==> config.mk <==
export PLATFORM = sky130hd
export DESIGN_NAME = instr_encoder
export DESIGN_NICKNAME = d
export VERILOG_FILES = /design/src/rtl/instr_encoder.sv
export SDC_FILE = /design/constraint.sdc
export NUM_CORES = 1
export LEC_CHECK = 0
export ABC_AREA = 1
export ABC_CLOCK_PERIOD_IN_PS = 2450
export CORE_AREA = 2 2 130 132
export CTS_CLUSTER_SIZE = 8
export DETAILED_ROUTE_END_ITERATION = 8
export DIE_AREA = 0 0 132 134
export PLACE_DENSITY_LB_ADDON = 0.12
export SYNTH_ARGS = -nofsm -noshare
export SYNTH_HDL_FRONTEND = slang
export SYNTH_SLANG_ARGS = --single-unit
==> constraint.sdc <==
create_clock -name clk -period 2.45 [get_ports clk]
set_clock_uncertainty 0.15 [all_clocks]
set_input_delay 0.49 -clock clk [delete_from_list [all_inputs] [get_ports clk]]
set_output_delay 0.49 -clock clk [all_outputs]
set_load 0.02 [all_outputs]
==> src/rtl/instr_encoder.sv <==
// Symbolic instruction request -> 32-bit MIPS word encoder with a small FIFO that
// streams the encoded words into instruction memory at consecutive word addresses.
module instr_encoder #(
   parameter int                DEPTH  = 4,
   parameter int                ADDR_W = 10,
   parameter logic [ADDR_W-1:0] BASE   = '0
) (
   input  logic              clk,
   input  logic              reset_n,
   input  logic              in_valid,
   output logic              in_ready,
   input  logic [3:0]        in_op,
   input  logic [4:0]        in_rs,
   input  logic [4:0]        in_rt,
   input  logic [4:0]        in_rd,
   input  logic [25:0]       in_imm,
   input  logic              addr_clr,
   input  logic              im_ready,
   output logic              im_we,
   output logic [ADDR_W-1:0] im_addr,
   output logic [31:0]       im_wdata,
   output logic [ADDR_W:0]   count,
   output logic              bad_op
);

   localparam int IDX_W = $clog2(DEPTH);
   localparam int PTR_W = IDX_W + 1;
   localparam logic [ADDR_W:0] COUNT_MAX = {1'b1, {ADDR_W{1'b0}}};

   // Unused fields stay zero; lui ignores rs; illegal (15) encodes to zero but is never stored.
   function automatic logic [31:0] encode(
      input logic [3:0]  op,
      input logic [4:0]  rs,
      input logic [4:0]  rt,
      input logic [4:0]  rd,
      input logic [25:0] imm
   );
      logic [31:0] w;
      case (op)
         4'd0:    w = 32'h0000_0000;
         4'd1:    w = {6'h00, rs, rt, rd, 5'd0, 6'h21};
         4'd2:    w = {6'h00, rs, rt, rd, 5'd0, 6'h23};
         4'd3:    w = {6'h00, rs, 15'd0, 6'h08};
         4'd4:    w = {6'h00, rs, 5'd0, rd, 5'd0, 6'h09};
         4'd5:    w = {6'h08, rs, rt, imm[15:0]};
         4'd6:    w = {6'h0D, rs, rt, imm[15:0]};
         4'd7:    w = {6'h0F, 5'd0, rt, imm[15:0]};
         4'd8:    w = {6'h23, rs, rt, imm[15:0]};
         4'd9:    w = {6'h20, rs, rt, imm[15:0]};
         4'd10:   w = {6'h2B, rs, rt, imm[15:0]};
         4'd11:   w = {6'h28, rs, rt, imm[15:0]};
         4'd12:   w = {6'h04, rs, rt, imm[15:0]};
         4'd13:   w = {6'h03, imm};
         4'd14:   w = {6'h02, imm};
         default: w = 32'h0000_0000;
      endcase
      return w;
   endfunction

   logic [31:0]       mem_r [DEPTH];
   logic [PTR_W-1:0]  wr_ptr_r;
   logic [PTR_W-1:0]  rd_ptr_r;
   logic [ADDR_W-1:0] addr_r;
   logic [ADDR_W:0]   count_r;
   logic              bad_op_r;
   logic              full_s;
   logic              empty_s;
   logic              accept_s;
   logic              illegal_s;
   logic              push_s;
   logic              pop_s;
   logic [31:0]       enc_s;

   assign empty_s   = (wr_ptr_r == rd_ptr_r);
   assign full_s    = (wr_ptr_r[PTR_W-1] != rd_ptr_r[PTR_W-1]) &&
                      (wr_ptr_r[IDX_W-1:0] == rd_ptr_r[IDX_W-1:0]);
   assign in_ready  = !full_s;
   assign accept_s  = in_valid && !full_s;
   assign illegal_s = (in_op == 4'd15);
   assign push_s    = accept_s && !illegal_s;
   assign pop_s     = !empty_s && im_ready;

   assign im_we    = pop_s;
   assign im_addr  = addr_r;
   assign im_wdata = mem_r[rd_ptr_r[IDX_W-1:0]];
   assign count    = count_r;
   assign bad_op   = bad_op_r;

   // Encode the request currently presented on the input fields.
   always_comb begin
      enc_s = encode(in_op, in_rs, in_rt, in_rd, in_imm);
   end

   // FIFO storage and pointers; occupancy holds on simultaneous push and pop.
   always_ff @(posedge clk or negedge reset_n) begin
      if (!reset_n) begin
         wr_ptr_r <= '0;
         rd_ptr_r <= '0;
         for (int i = 0; i < DEPTH; i++) begin
            mem_r[i] <= 32'h0000_0000;
         end
      end else begin
         if (push_s) begin
            mem_r[wr_ptr_r[IDX_W-1:0]] <= enc_s;
            wr_ptr_r                   <= wr_ptr_r + 1'b1;
         end
         if (pop_s) begin
            rd_ptr_r <= rd_ptr_r + 1'b1;
         end
      end
   end

   // Write address and saturating word count; addr_clr wins over the increment of a same-cycle write.
   always_ff @(posedge clk or negedge reset_n) begin
      if (!reset_n) begin
         addr_r  <= BASE;
         count_r <= '0;
      end else if (addr_clr) begin
         addr_r  <= BASE;
         count_r <= '0;
      end else if (pop_s) begin
         addr_r <= addr_r + 1'b1;
         if (count_r != COUNT_MAX) begin
            count_r <= count_r + 1'b1;
         end
      end
   end

   // Sticky flag for any accepted illegal request.
   always_ff @(posedge clk or negedge reset_n) begin
      if (!reset_n) begin
         bad_op_r <= 1'b0;
      end else if (accept_s && illegal_s) begin
         bad_op_r <= 1'b1;
      end
   end

endmodule

==> impl_summary.txt, run 1 <==
----------------------------------------------------
[Run status]
  Run status ... complete, no violations

[STA]
  Max Fclk ... 0.415 GHz
  Number of max-slew violations in the final report ... 0
  Total of endpoints with negative setup slack in the final report ... 0
  Final period utilization ... 98.4%
  Final count of hold timing violations ... 0
  Shortest clock period the worst path allows after layout ... 2.41 ns
  Final hold slack ... 0.322 ns
  Post-Route Setup TNS ... 0 ns
  Setup repair after global routing missed its margin ... yes

[Logic synthesis]
  Synth Warn # ... 0
  Synthesized-area fraction occupied by ao, oa, aoi and oai cells ... 8.46%
  Post-synth top area cell ... sky130_fd_sc_hd__dfrtp_1
  Largest family of logic cells by synthesized area ... simple AND/OR/NAND/NOR gates
  Simple logic cell fraction of the synthesized area ... 35.6%
  Avg Inst Size Synth ... 7.27 sq um
  Distinct cells, synth ... 32
  Synth Net Count ... 1156
  Fraction of synthesized cell area in xor and xnor cells ... 1.41%
  Adder-Cell Fraction of Synth Area ... 1.25%
  FF+latch count, synth ... 152
  Proportion of synthesized area in mux cells ... 0%
  Netlist area before placement ... 7990 sq um
  Area fraction of the dominant cell type after synthesis ... 47.6%
  Top area cells in the synthesized netlist ... sky130_fd_sc_hd__dfrtp_1 48%, sky130_fd_sc_hd__nand2_1 25%, sky130_fd_sc_hd__nor2_1 5.6%
  Sequential fraction of the synthesis area ... 47.6%
  Mapped Cells ... 1098

[Die]
  Area enclosed by the die boundary ... 17700 sq um
  Count of pins on the block boundary ... 106
  Initial core utilization ... 49.0%
  Die outline width ... 132 um
  Core footprint ... 16300 sq um
  Row count ... 47
  Die height ... 134 um

[Routing]
  Post-detailed-route count of antenna-violating nets ... 0
  Number of vias per cell after detailed routing ... 5.16
  Overall routed net length ... 22500 um
  DR iter-0 viols ... 444
  Post-route DRC violation count ... 0
  Detailed-router iteration count before antenna repair ... 5
  Detailed-route via count ... 7561
  Routed len/inst ... 15.3 um

[Hold path]
  Classification of the worst-slack hold path ... reg -> reg

[Place]
  Estimated wirelength of the detail-placed design ... 14600 um
  Count of port buffers added during placement ... 104
  Post-DP Area ... 9660 sq um
  Gpl congestion ... 0.902

[Critical path]
  Crit path max fanout ... 16
  Data arrival time of the critical path ... 1.77 ns
  Type of the worst setup path ... reg -> out
  Critical path endpoint category ... output port
  CP required ... 1.81 ns
  Nature of the critical path startpoint ... register

[Global route]
  Initial antenna violation count ... 0
  Global-route wire length before repair ... 36700 um
  Tot GR Track Use ... 25.9%
  Leftover overflow at the end of global routing ... 0
  Largest net degree at the start of global routing ... 45
  Vias in the first global route ... 7207

[Clocking]
  Clock tree sinks ... 152
  H-tree depth ... 4
  Max Root-Sink Buffers ... 2
  Number of clock buffers inserted by TritonCTS ... 17
  Cell at the root of the clock tree ... sky130_fd_sc_hd__clkbuf_16
  Worst-Skew Late Latency ... 0.42 ns
  Clk slew on worst S/H paths ... 0.06 ns
  CTS tree ... built

[Pwr]
  Reported net switching power ... 5200 uW
  Switching power as a share of total power ... 41.8%
  Fraction of power consumed by sequential logic ... 32.3%
  Comb power frac ... 46.9%
  Internal power of the cells ... 7250 uW
  Share of total power in the clock network ... 20.9%
  Lkg Pwr ... 0.00535 uW
  Cell Pwr Density ... 1220 nW/um^2
  Worst VDD drop ... 0.772 mV

[Finish]
  Top library cells by usage in the layout, fill and taps aside ... 527 x sky130_fd_sc_hd__nand2_1, 150 x sky130_fd_sc_hd__dfrtp_1, 119 x sky130_fd_sc_hd__nor2_1, 82 x sky130_fd_sc_hd__o21ai_0, 70 x sky130_fd_sc_hd__clkdlybuf4s50_1
  Syn-to-layout area delta ... 27.7%
  Count of filler cells inserted in the layout ... 1495
  Post-Layout Inst Area ... 10200 sq um
  Flip-flop and latch area ... 3810 sq um
  Nets ... 1291
  Number of antenna repair diodes ... 0
  Area used by multi-input combinational logic ... 3760 sq um
  Most common library cell in the layout ignoring fill and taps ... sky130_fd_sc_hd__nand2_1
  Share of post-route cells with drive strength above 1 ... 11.4%

[Run]
  Max capacitance violation total ... 0

----------------------------------------------------
-- worst max-delay path, stage by stage (launching register included) --
cell                              delay, ns
sky130_fd_sc_hd__dfrtp_2               0.48
sky130_fd_sc_hd__inv_2                 0.13
sky130_fd_sc_hd__clkbuf_16             0.19
sky130_fd_sc_hd__o21ai_0               0.09
sky130_fd_sc_hd__o22ai_1               0.12
sky130_fd_sc_hd__clkdlybuf4s15_1       0.33
-- flip-flops by register name (all words and copies together) (netlist names) --
| name | count |
|---|---|
| bad_op | 1 |
| count | 11 |
| im_addr | 10 |
| mem_r | 124 |
| rd_ptr_r | 3 |
| wr_ptr_r | 3 |
-- power groups by stage --
stage	registers, uW	logic (uW)	clock network, uW
2_1_floorplan	3910	3580	0
3_3_place_gp	4010	5980	0
3_5_place_dp	4020	6060	0
4_1_cts	4000	5870	2630
5_1_grt	4140	6450	2740
6_report	4020	5840	2600
-- metal layers --
layer  wire length [um]  GRT usage (%)
met1               9830           34.7
met5                  0              0
met2              11000           43.9
met3               1380           4.76
met4                306           6.16
-- cells by family (layout without fill, tap and decap cells) --
kind of cell    count (synthesis)  after routing
simple gates                  701            701
compound gates                126            126
fa+ha+maj                       8              8
other cells                     1              1
xor+xnor                       12             12
buf+inv                        98            246
flops                         152            152
-- timing repair --
item | CTS | global route
pin swaps | 2 | 0
hold buffers | 1 | 0
setup endpoints to repair | 33 | 30
endpoints found under the hold margin | 41 | 0
setup buffers | 1 | 0
gates cloned | 0 | 2
gates resized for setup | 81 | 40
-- worst paths after layout --
check	from	end	slack (ns)	cells after the start
hold / removal	mem_r[51]$_DFFE_PN0P_	mem_r[51]$_DFFE_PN0P_	0.32	2
hold reg to reg	mem_r[51]$_DFFE_PN0P_	mem_r[51]$_DFFE_PN0P_	0.32	2
setup / recovery	rd_ptr_r[1]$_DFFE_PN0P_	im_wdata[24]	0.04	5
min in group asynchronous	reset_n	count[3]$_DFFE_PN0P_	0.43	2
setup reg to reg	rd_ptr_r[0]$_DFFE_PN0P_	count[1]$_DFFE_PN0P_	0.44	9
max in group asynchronous	reset_n	mem_r[19]$_DFFE_PN0P_	1.00	3
-- stage by stage --
stage	setup WS [ns]	total power [uW]	instances	util, %
3_3_place_gp	0.0268	9990	1430	59.3
6_report	0.0398	12500	1466	62.6
5_1_grt	-0.0126	13300	1466	62.6
2_1_floorplan	0.438	7490	1098	-
4_1_cts	-0.0787	12500	1464	63.0
3_5_place_dp	-0.0276	10100	1430	59.3
-- cells in the mapped netlist (all sizes together) --
cell / count
a21oi: 6
and3: 1
buf: 23
clkbuf: 25
clkinv: 4
conb: 1
dfrtp: 152
ha: 8
inv: 46
nand2: 528
nand3: 29
nand3b: 1
nand4: 12
nor2: 124
nor3: 4
nor3b: 1
o21ai: 86
o21bai: 2
o22ai: 32
or2: 1
xnor2: 5
xor2: 7
-- area by class of cell --
| cell class | count | area share, % |
|---|---|---|
| well taps | 220 | 2.70 |
| repair buffers | 164 | 15.5 |
| clock inverters | 10 | 1.16 |
| flip-flops and latches | 152 | 37.3 |
| clock buffers | 22 | 4.55 |
| inverters | 50 | 1.86 |
| multi-input cells | 848 | 36.9 |
Note: power is estimated with default switching activity, not from simulation.
==> run 2, diff against run 1 <==
Settings changed: CTS_BUF_LIST set to sky130_fd_sc_hd__clkbuf_2.
==> run 2 against run 1 <==
Effect of this change:
- the flow now finishes with violations (negative setup slack)
- die area did not move
- non-clock buffer count up 22
- total power grew 1.9%
- global-route usage grew 1.2 points
- clock power down 46%
- design area increased by 2.5%
- highest routed layer unchanged
- critical endpoint is now im_wdata[15]
- wire length grew 5.4%
- final cell count increased by 1.6%
- flip-flop and latch count stayed put
==> impl_summary.txt, run 2 (synthesized netlist as in run 1, its figures left out) <==
----------------------------------------------------
[Critical path]
  Data arrival time of the critical path ... 2.00 ns (was 1.77 ns)
  Nature of the critical path startpoint ... register (unchanged)
  CP required ... 1.81 ns (about the same)
  Type of the worst setup path ... reg -> out (unchanged)
  Critical path endpoint category ... output port (unchanged)
  Crit path max fanout ... 9 (was 16)
  Worst flop-to-flop path startpoint ... rd_ptr_r[0]$_DFFE_PN0P_ (unchanged)
  Worst setup startpoint ... rd_ptr_r[0]$_DFFE_PN0P_ (was rd_ptr_r[1]$_DFFE_PN0P_)

[Finish]
  Count of filler cells inserted in the layout ... 1477 (was 1495)
  Reg with most FFs ... mem_r (unchanged)
  Max reg flops ... 124 (unchanged)
  Top library cells by usage in the layout, fill and taps aside ... 526 x sky130_fd_sc_hd__nand2_1, 147 x sky130_fd_sc_hd__dfrtp_1, 110 x sky130_fd_sc_hd__nor2_1, 77 x sky130_fd_sc_hd__buf_4, 48 x sky130_fd_sc_hd__clkdlybuf4s50_1 (was 527 x sky130_fd_sc_hd__nand2_1, 150 x sky130_fd_sc_hd__dfrtp_1, 119 x sky130_fd_sc_hd__nor2_1, 82 x sky130_fd_sc_hd__o21ai_0, 70 x sky130_fd_sc_hd__clkdlybuf4s50_1)
  Layout Cells excl Fill ... 1490 (was 1466)
  Most common library cell in the layout ignoring fill and taps ... sky130_fd_sc_hd__nand2_1 (unchanged)
  Post-Layout Inst Area ... 10500 sq um (was 10200 sq um)
  Syn-to-layout area delta ... 30.9% (was 27.7%)
  Share of post-route cells with drive strength above 1 ... 17.0% (was 11.4%)
  Nets ... 1313 (was 1291)

[STA]
  Final count of hold timing violations ... 0 (unchanged)
  Final period utilization ... 108% (was 98.4%)
  Number of max-slew violations in the final report ... 0 (unchanged)
  Final worst-path setup slack ... -0.194 ns (was 0.0398 ns)
  Setup repair after global routing missed its margin ... yes (unchanged)
  Total of endpoints with negative setup slack in the final report ... 33 (was 0)
  Shortest clock period the worst path allows after layout ... 2.64 ns (was 2.41 ns)
  Max Fclk ... 0.378 GHz (was 0.415 GHz)

[Global route]
  Leftover overflow at the end of global routing ... 0 (unchanged)
  Initial antenna violation count ... 1 (was 0)
  Global-route wire length before repair ... 38000 um (was 36700 um)
  Largest net degree at the start of global routing ... 45 (unchanged)
  Tot GR Track Use ... 27.1% (was 25.9%)
  Vias in the first global route ... 7392 (was 7207)

[Run status]
  Run status ... complete, but fails checks (was complete, no violations)
  Violations in the final reports ... negative setup slack

[Clocking]
  Clock tree sinks ... 152 (unchanged)
  Max Root-Sink Buffers ... 2 (unchanged)
  CTS tree ... built (unchanged)
  Number of clock buffers inserted by TritonCTS ... 17 (unchanged)
  Worst-Skew Late Latency ... 0.72 ns (was 0.42 ns)
  H-tree depth ... 4 (unchanged)
  Cell at the root of the clock tree ... sky130_fd_sc_hd__clkbuf_2 (was sky130_fd_sc_hd__clkbuf_16)
  Clk slew on worst S/H paths ... 0.23 ns (was 0.06 ns)

[Place]
  Count of port buffers added during placement ... 104 (unchanged)
  Estimated wirelength of the detail-placed design ... 14600 um (unchanged)
  Placed insts ... 1430 (unchanged)
  Gpl congestion ... 0.902 (unchanged)
  Post-DP Area ... 9660 sq um (unchanged)

[Pwr]
  Lkg Pwr ... 0.00561 uW (was 0.00535 uW)
  Share of total power in the clock network ... 11.0% (was 20.9%)
  Internal power of the cells ... 7070 uW (was 7250 uW)
  Comb power frac ... 57.0% (was 46.9%)
  Switching power as a share of total power ... 44.3% (was 41.8%)
  Fraction of power consumed by sequential logic ... 32.0% (was 32.3%)
  Final total power ... 12700 uW (was 12500 uW)
  Reported net switching power ... 5620 uW (was 5200 uW)
  Cell Pwr Density ... 1210 nW/um^2 (was 1220 nW/um^2)
  Worst VDD drop ... 0.816 mV (was 0.772 mV)

[Routing]
  Number of vias per cell after detailed routing ... 5.17 (was 5.16)
  Post-route DRC violation count ... 0 (unchanged)
  Detailed-router iteration count before antenna repair ... 7 (was 5)
  Detailed-route via count ... 7704 (was 7561)
  Overall routed net length ... 23700 um (was 22500 um)
  DR iter-0 viols ... 577 (was 444)
  Post-detailed-route count of antenna-violating nets ... 0 (unchanged)
  Routed len/inst ... 15.9 um (was 15.3 um)

[Die]
  Die outline width ... 132 um (unchanged)
  Area enclosed by the die boundary ... 17700 sq um (unchanged)
  Row count ... 47 (unchanged)
  Count of pins on the block boundary ... 106 (unchanged)
  Initial core utilization ... 49.0% (unchanged)
  Core footprint ... 16300 sq um (unchanged)
  Die height ... 134 um (unchanged)

[Run]
  Max capacitance violation total ... 0 (unchanged)

[Hold path]
  Classification of the worst-slack hold path ... in -> async (was reg -> reg)

----------------------------------------------------
-- run 2: worst paths after layout --
kind / to / depth (start not counted) / slack [ns]
setup / recovery: im_wdata[15] / 5 / -0.19
hold / removal: count[3]$_DFFE_PN0P_ / 2 / 0.05
setup reg to reg: mem_r[37]$_DFFE_PN0P_ / 10 / 0.31
hold reg to reg: mem_r[51]$_DFFE_PN0P_ / 2 / 0.35
max in group asynchronous: mem_r[88]$_DFFE_PN0P_ / 3 / 1.34
min in group clk: mem_r[68]$_DFFE_PN0P_ / 5 / 0.23
-- run 2: layout make-up --
| cell class | count | area (sq um) | area share (%) |
|---|---|---|---|
| antenna | 2 | 5.00 | 0.0479 |
| clock buffer | 20 | 100 | 0.958 |
| clock inverter | 12 | 126 | 1.21 |
| inverter | 50 | 198 | 1.89 |
| multi-input combinational | 848 | 3950 | 37.7 |
| sequential | 152 | 3810 | 36.4 |
| tap | 220 | 275 | 2.63 |
| timing repair buffer | 186 | 1990 | 19.1 |
-- run 2: routing by layer --
layer  vias to the layer above  share of wire [%]  GRT usage [%]
li1                       3784                  -              -
met1                      3601                 43           36.1
met2                       278                 48           45.4
met3                        41                7.0           5.29
met4                         0                1.9           7.85
met5                         -                  0              0
-- run 2: power by group through the flow --
stage	registers, uW	clock network, uW	logic [uW]
after global routing	4190	1550	7840
after detailed placement	4020	0	6060
after global placement	4010	0	5980
after floorplan	3910	0	3580
final	4060	1400	7230
after CTS	4010	1420	6480
-- run 2: metrics by stage --
stage          TNS [ns]  hold slack [ns]  util [%]  worst slack, ns
6_report          -4.83           0.0478      64.2           -0.194
5_1_grt           -9.37           0.0139      64.2           -0.327
4_1_cts           -5.48           0.0265      62.1           -0.244
3_5_place_dp    -0.0971            0.305      59.3          -0.0276
3_3_place_gp          0            0.300      59.3           0.0268
2_1_floorplan         0           0.0444         -            0.438
-- run 2: worst max-delay path, stage by stage, from the launching register on --
cell,delay [ns]
sky130_fd_sc_hd__dfrtp_2,0.51
sky130_fd_sc_hd__buf_8,0.17
sky130_fd_sc_hd__clkbuf_16,0.17
sky130_fd_sc_hd__o21ai_1,0.07
sky130_fd_sc_hd__o22ai_1,0.19
sky130_fd_sc_hd__buf_4,0.18
-- run 2: what timing repair did --
action,4_1_cts,5_1_grt
setup buffers,12,5
hold buffers,1,0
endpoints found under the hold margin,152,0
pin swaps,9,11
gates resized for setup,247,79
gates cloned,3,5
setup endpoints to repair,54,38
==> run 3, diff against run 2 <==
Settings changed: CORE_AREA 2 2 130 132 to 2 2 124 138, DIE_AREA 0 0 132 134 to 0 0 126 140, SLEW_MARGIN set to 20.
==> run 3 against run 2 <==
Effect of this change:
- the run still ends with negative setup slack left
- via count grew 0.39%
- combinational power about the same
- critical path type unchanged
- critical path depth grew 1
- die area shrank 0.27%
- fmax fell by 3.8%
- sequential share of layout area up 0.19 points
- clock power up 8%
- largest power group unchanged
- register-to-register slack improved by 0.02 ns
- hold slack gained 0.018 ns
- global-route usage is 0.61 points lower
- critical endpoint is now im_wdata[29]
==> impl_summary.txt, run 3 (synthesized netlist as in run 1, its figures left out) <==
----------------------------------------------------
[Run status]
  Run status ... complete, but fails checks (unchanged)
  Violations in the final reports ... negative setup slack (unchanged)

[STA]
  Max-slew headroom at the worst pin ... 66.6%
  Final period utilization ... 112% (was 108%)
  Shortest clock period the worst path allows after layout ... 2.75 ns (was 2.64 ns)
  Final count of hold timing violations ... 0 (unchanged)
  Post-Route Setup TNS ... -8.00 ns (was -4.83 ns)
  Number of max-slew violations in the final report ... 0 (unchanged)
  Setup repair after global routing missed its margin ... yes (unchanged)
  Total of endpoints with negative setup slack in the final report ... 33 (unchanged)
  Tightest Pin Transition ... 0.501 ns
  Max Fclk ... 0.364 GHz (was 0.378 GHz)
  Final worst-path setup slack ... -0.298 ns (was -0.194 ns)

[Finish]
  Final core area utilization ... 64.3% (was 64.2%)
  Share of post-route cells with drive strength above 1 ... 16.1% (was 17.0%)
  Reg with most FFs ... mem_r (unchanged)
  Top library cells by usage in the layout, fill and taps aside ... 525 x sky130_fd_sc_hd__nand2_1, 146 x sky130_fd_sc_hd__dfrtp_1, 111 x sky130_fd_sc_hd__nor2_1, 64 x sky130_fd_sc_hd__buf_4, 48 x sky130_fd_sc_hd__clkdlybuf4s50_1 (was 526 x sky130_fd_sc_hd__nand2_1, 147 x sky130_fd_sc_hd__dfrtp_1, 110 x sky130_fd_sc_hd__nor2_1, 77 x sky130_fd_sc_hd__buf_4, 48 x sky130_fd_sc_hd__clkdlybuf4s50_1)
  Max reg flops ... 124 (unchanged)
  Post-Layout Inst Area ... 10400 sq um (was 10500 sq um)
  Most common library cell in the layout ignoring fill and taps ... sky130_fd_sc_hd__nand2_1 (unchanged)
  Syn-to-layout area delta ... 30.2% (was 30.9%)
  Nets ... 1306 (was 1313)

[Clocking]
  Clk slew on worst S/H paths ... 0.24 ns (was 0.23 ns)
  Max Root-Sink Buffers ... 2 (unchanged)
  Worst-Skew Late Latency ... 0.75 ns (was 0.72 ns)
  H-tree depth ... 4 (unchanged)
  Number of clock buffers inserted by TritonCTS ... 17 (unchanged)
  Clock tree sinks ... 152 (unchanged)
  Cell at the root of the clock tree ... sky130_fd_sc_hd__clkbuf_2 (unchanged)
  CTS tree ... built (unchanged)

[Die]
  Core footprint ... 16200 sq um (was 16300 sq um)
  Area enclosed by the die boundary ... 17600 sq um (was 17700 sq um)
  Die outline width ... 126 um (was 132 um)
  Row count ... 49 (was 47)
  Die height ... 140 um (was 134 um)
  Initial core utilization ... 49.4% (was 49.0%)
  Count of pins on the block boundary ... 106 (unchanged)

[Run]
  Max capacitance violation total ... 0 (unchanged)

[Routing]
  DR iter-0 viols ... 441 (was 577)
  Detailed-router iteration count before antenna repair ... 5 (was 7)
  Routed len/inst ... 15.9 um (about the same)
  Overall routed net length ... 23300 um (was 23700 um)
  Number of vias per cell after detailed routing ... 5.28 (was 5.17)
  Detailed-route via count ... 7734 (was 7704)
  Post-Route M1 WL ... 10100 um (was 10200 um)
  Post-detailed-route count of antenna-violating nets ... 0 (unchanged)
  Highest routed layer ... met4 (unchanged)
  Post-route DRC violation count ... 0 (unchanged)
  Met3 Wirelength ... 1450 um (was 1660 um)
  Wire length on met2 ... 11200 um (was 11400 um)

[Critical path]
  Bufs and invs on worst path ... 4 (was 3)
  Crit path max fanout ... 16 (was 9)
  Worst flop-to-flop path startpoint ... rd_ptr_r[1]$_DFFE_PN0P_ (was rd_ptr_r[0]$_DFFE_PN0P_)
  CP required ... 1.81 ns (about the same)
  Type of the worst setup path ... reg -> out (unchanged)
  Cells along the critical path ... buf_12 -> clkinv_8 -> buf_12 -> nor2_1 -> o22ai_2 -> buf_4 (was buf_8 -> clkbuf_16 -> o21ai_1 -> o22ai_1 -> buf_4)
  Nature of the critical path startpoint ... register (unchanged)
  CP max-delay cell ... sky130_fd_sc_hd__dfrtp_2 (unchanged)
  Worst setup startpoint ... rd_ptr_r[0]$_DFFE_PN0P_ (unchanged)
  Data arrival time of the critical path ... 2.11 ns (was 2.00 ns)
  Most common cell type on the critical path ... sky130_fd_sc_hd__buf_12
  R2R setup slack ... 0.33 ns (was 0.31 ns)
  Critical path endpoint category ... output port (unchanged)
  Delay of the slowest cell on the worst path ... 0.48 ns (was 0.51 ns)
  Largest delay contributor family on the critical path ... buffers and inverters (unchanged)

[Global route]
  Global-route wire length before repair ... 37200 um (was 38000 um)
  Largest net degree at the start of global routing ... 50 (was 45)
  Vias in the first global route ... 7307 (was 7392)
  Initial antenna violation count ... 1 (unchanged)
  Tot GR Track Use ... 26.5% (was 27.1%)
  Leftover overflow at the end of global routing ... 0 (unchanged)

[Place]
  Post-DP Area ... 9670 sq um (was 9660 sq um)
  Setup slack at placement ... -0.0276 ns (about the same)
  Gpl congestion ... 0.862 (was 0.902)
  Estimated wirelength of the detail-placed design ... 14700 um (was 14600 um)
  Count of port buffers added during placement ... 104 (unchanged)

[Pwr]
  Lkg Pwr ... 0.00555 uW (was 0.00561 uW)
  Cell Pwr Density ... 1230 nW/um^2 (was 1210 nW/um^2)
  Worst VDD drop ... 0.712 mV (was 0.816 mV)
  Final total power ... 12800 uW (was 12700 uW)

[Hold path]
  Classification of the worst-slack hold path ... in -> async (unchanged)

----------------------------------------------------
==> run 3: cell count changes in the layout (fill, tap and decap cells not counted), sizes merged, moves of 2 or more <==
cell	delta
clkinvlp	-2
dlygate4sd2	+4
dlymetal6s2s	-4
clkbuf	-6
buf	-5
inv	+6
==> run 3: path summary, 6_finish.rpt <==
| path | to | depth (start not counted) |
|---|---|---|
| worst max-delay path | im_wdata[29] | 6 |
| worst max register to register | mem_r[119]$_DFFE_PN0P_ | 10 |
| worst min register to register | mem_r[36]$_DFFE_PN0P_ | 2 |
| worst min-delay path | mem_r[63]$_DFFE_PN0P_ | 2 |
| min in group clk | mem_r[7]$_DFFE_PN0P_ | 5 |
| max in group asynchronous | wr_ptr_r[1]$_DFFE_PN0P_ | 3 |
==> run 3: cell type report <==
class | instances | area [sq um]
fill | 1484 | 5780
clock inverter | 14 | 165
antenna | 1 | 2.50
timing repair inverter | 1 | 8.76
clock buffer | 18 | 90.1
sequential | 152 | 3810
timing repair buffer | 178 | 1920
tap | 204 | 255
inverter | 50 | 200
multi-input combinational | 848 | 3950
==> run 3: through the flow <==
stage	hold slack [ns]	std cells
2_1_floorplan	0.0444	1098
3_3_place_gp	0.307	1417
3_5_place_dp	0.310	1417
4_1_cts	0.0293	1463
5_1_grt	0.0457	1466
6_report	0.0661	1466
==> run 3: repair_timing <==
item                                    CTS  global route
gates resized for setup                 261            55
buffers inserted                         10             2
endpoints found under the setup margin   55            34
hold endpoints to repair                152             0
gates cloned                              4             1
pin swaps                                17            13
hold buffers                              1             0
==> run 3: worst reg2reg max path: cells and delay by family, from the launching register on <==
kind	cells	cell delay (ns)
xor+xnor	1	0.14
flops	1	0.46
simple gates	5	0.67
buf+inv	4	0.66
==> run 3: power breakdown <==
part | total [uW] | switching (uW) | internal (uW)
registers | 4040 | 600 | 3440
clock network | 1510 | 1010 | 501
logic | 7220 | 4060 | 3150
==> run 3: layer usage <==
metal / global-route usage, % / vias to the layer above
met2: 43.1 / 233
met1: 35.7 / 3702
met5: 0 / -
met3: 5.61 / 34
met4: 8.44 / 0
li1: - / 3765
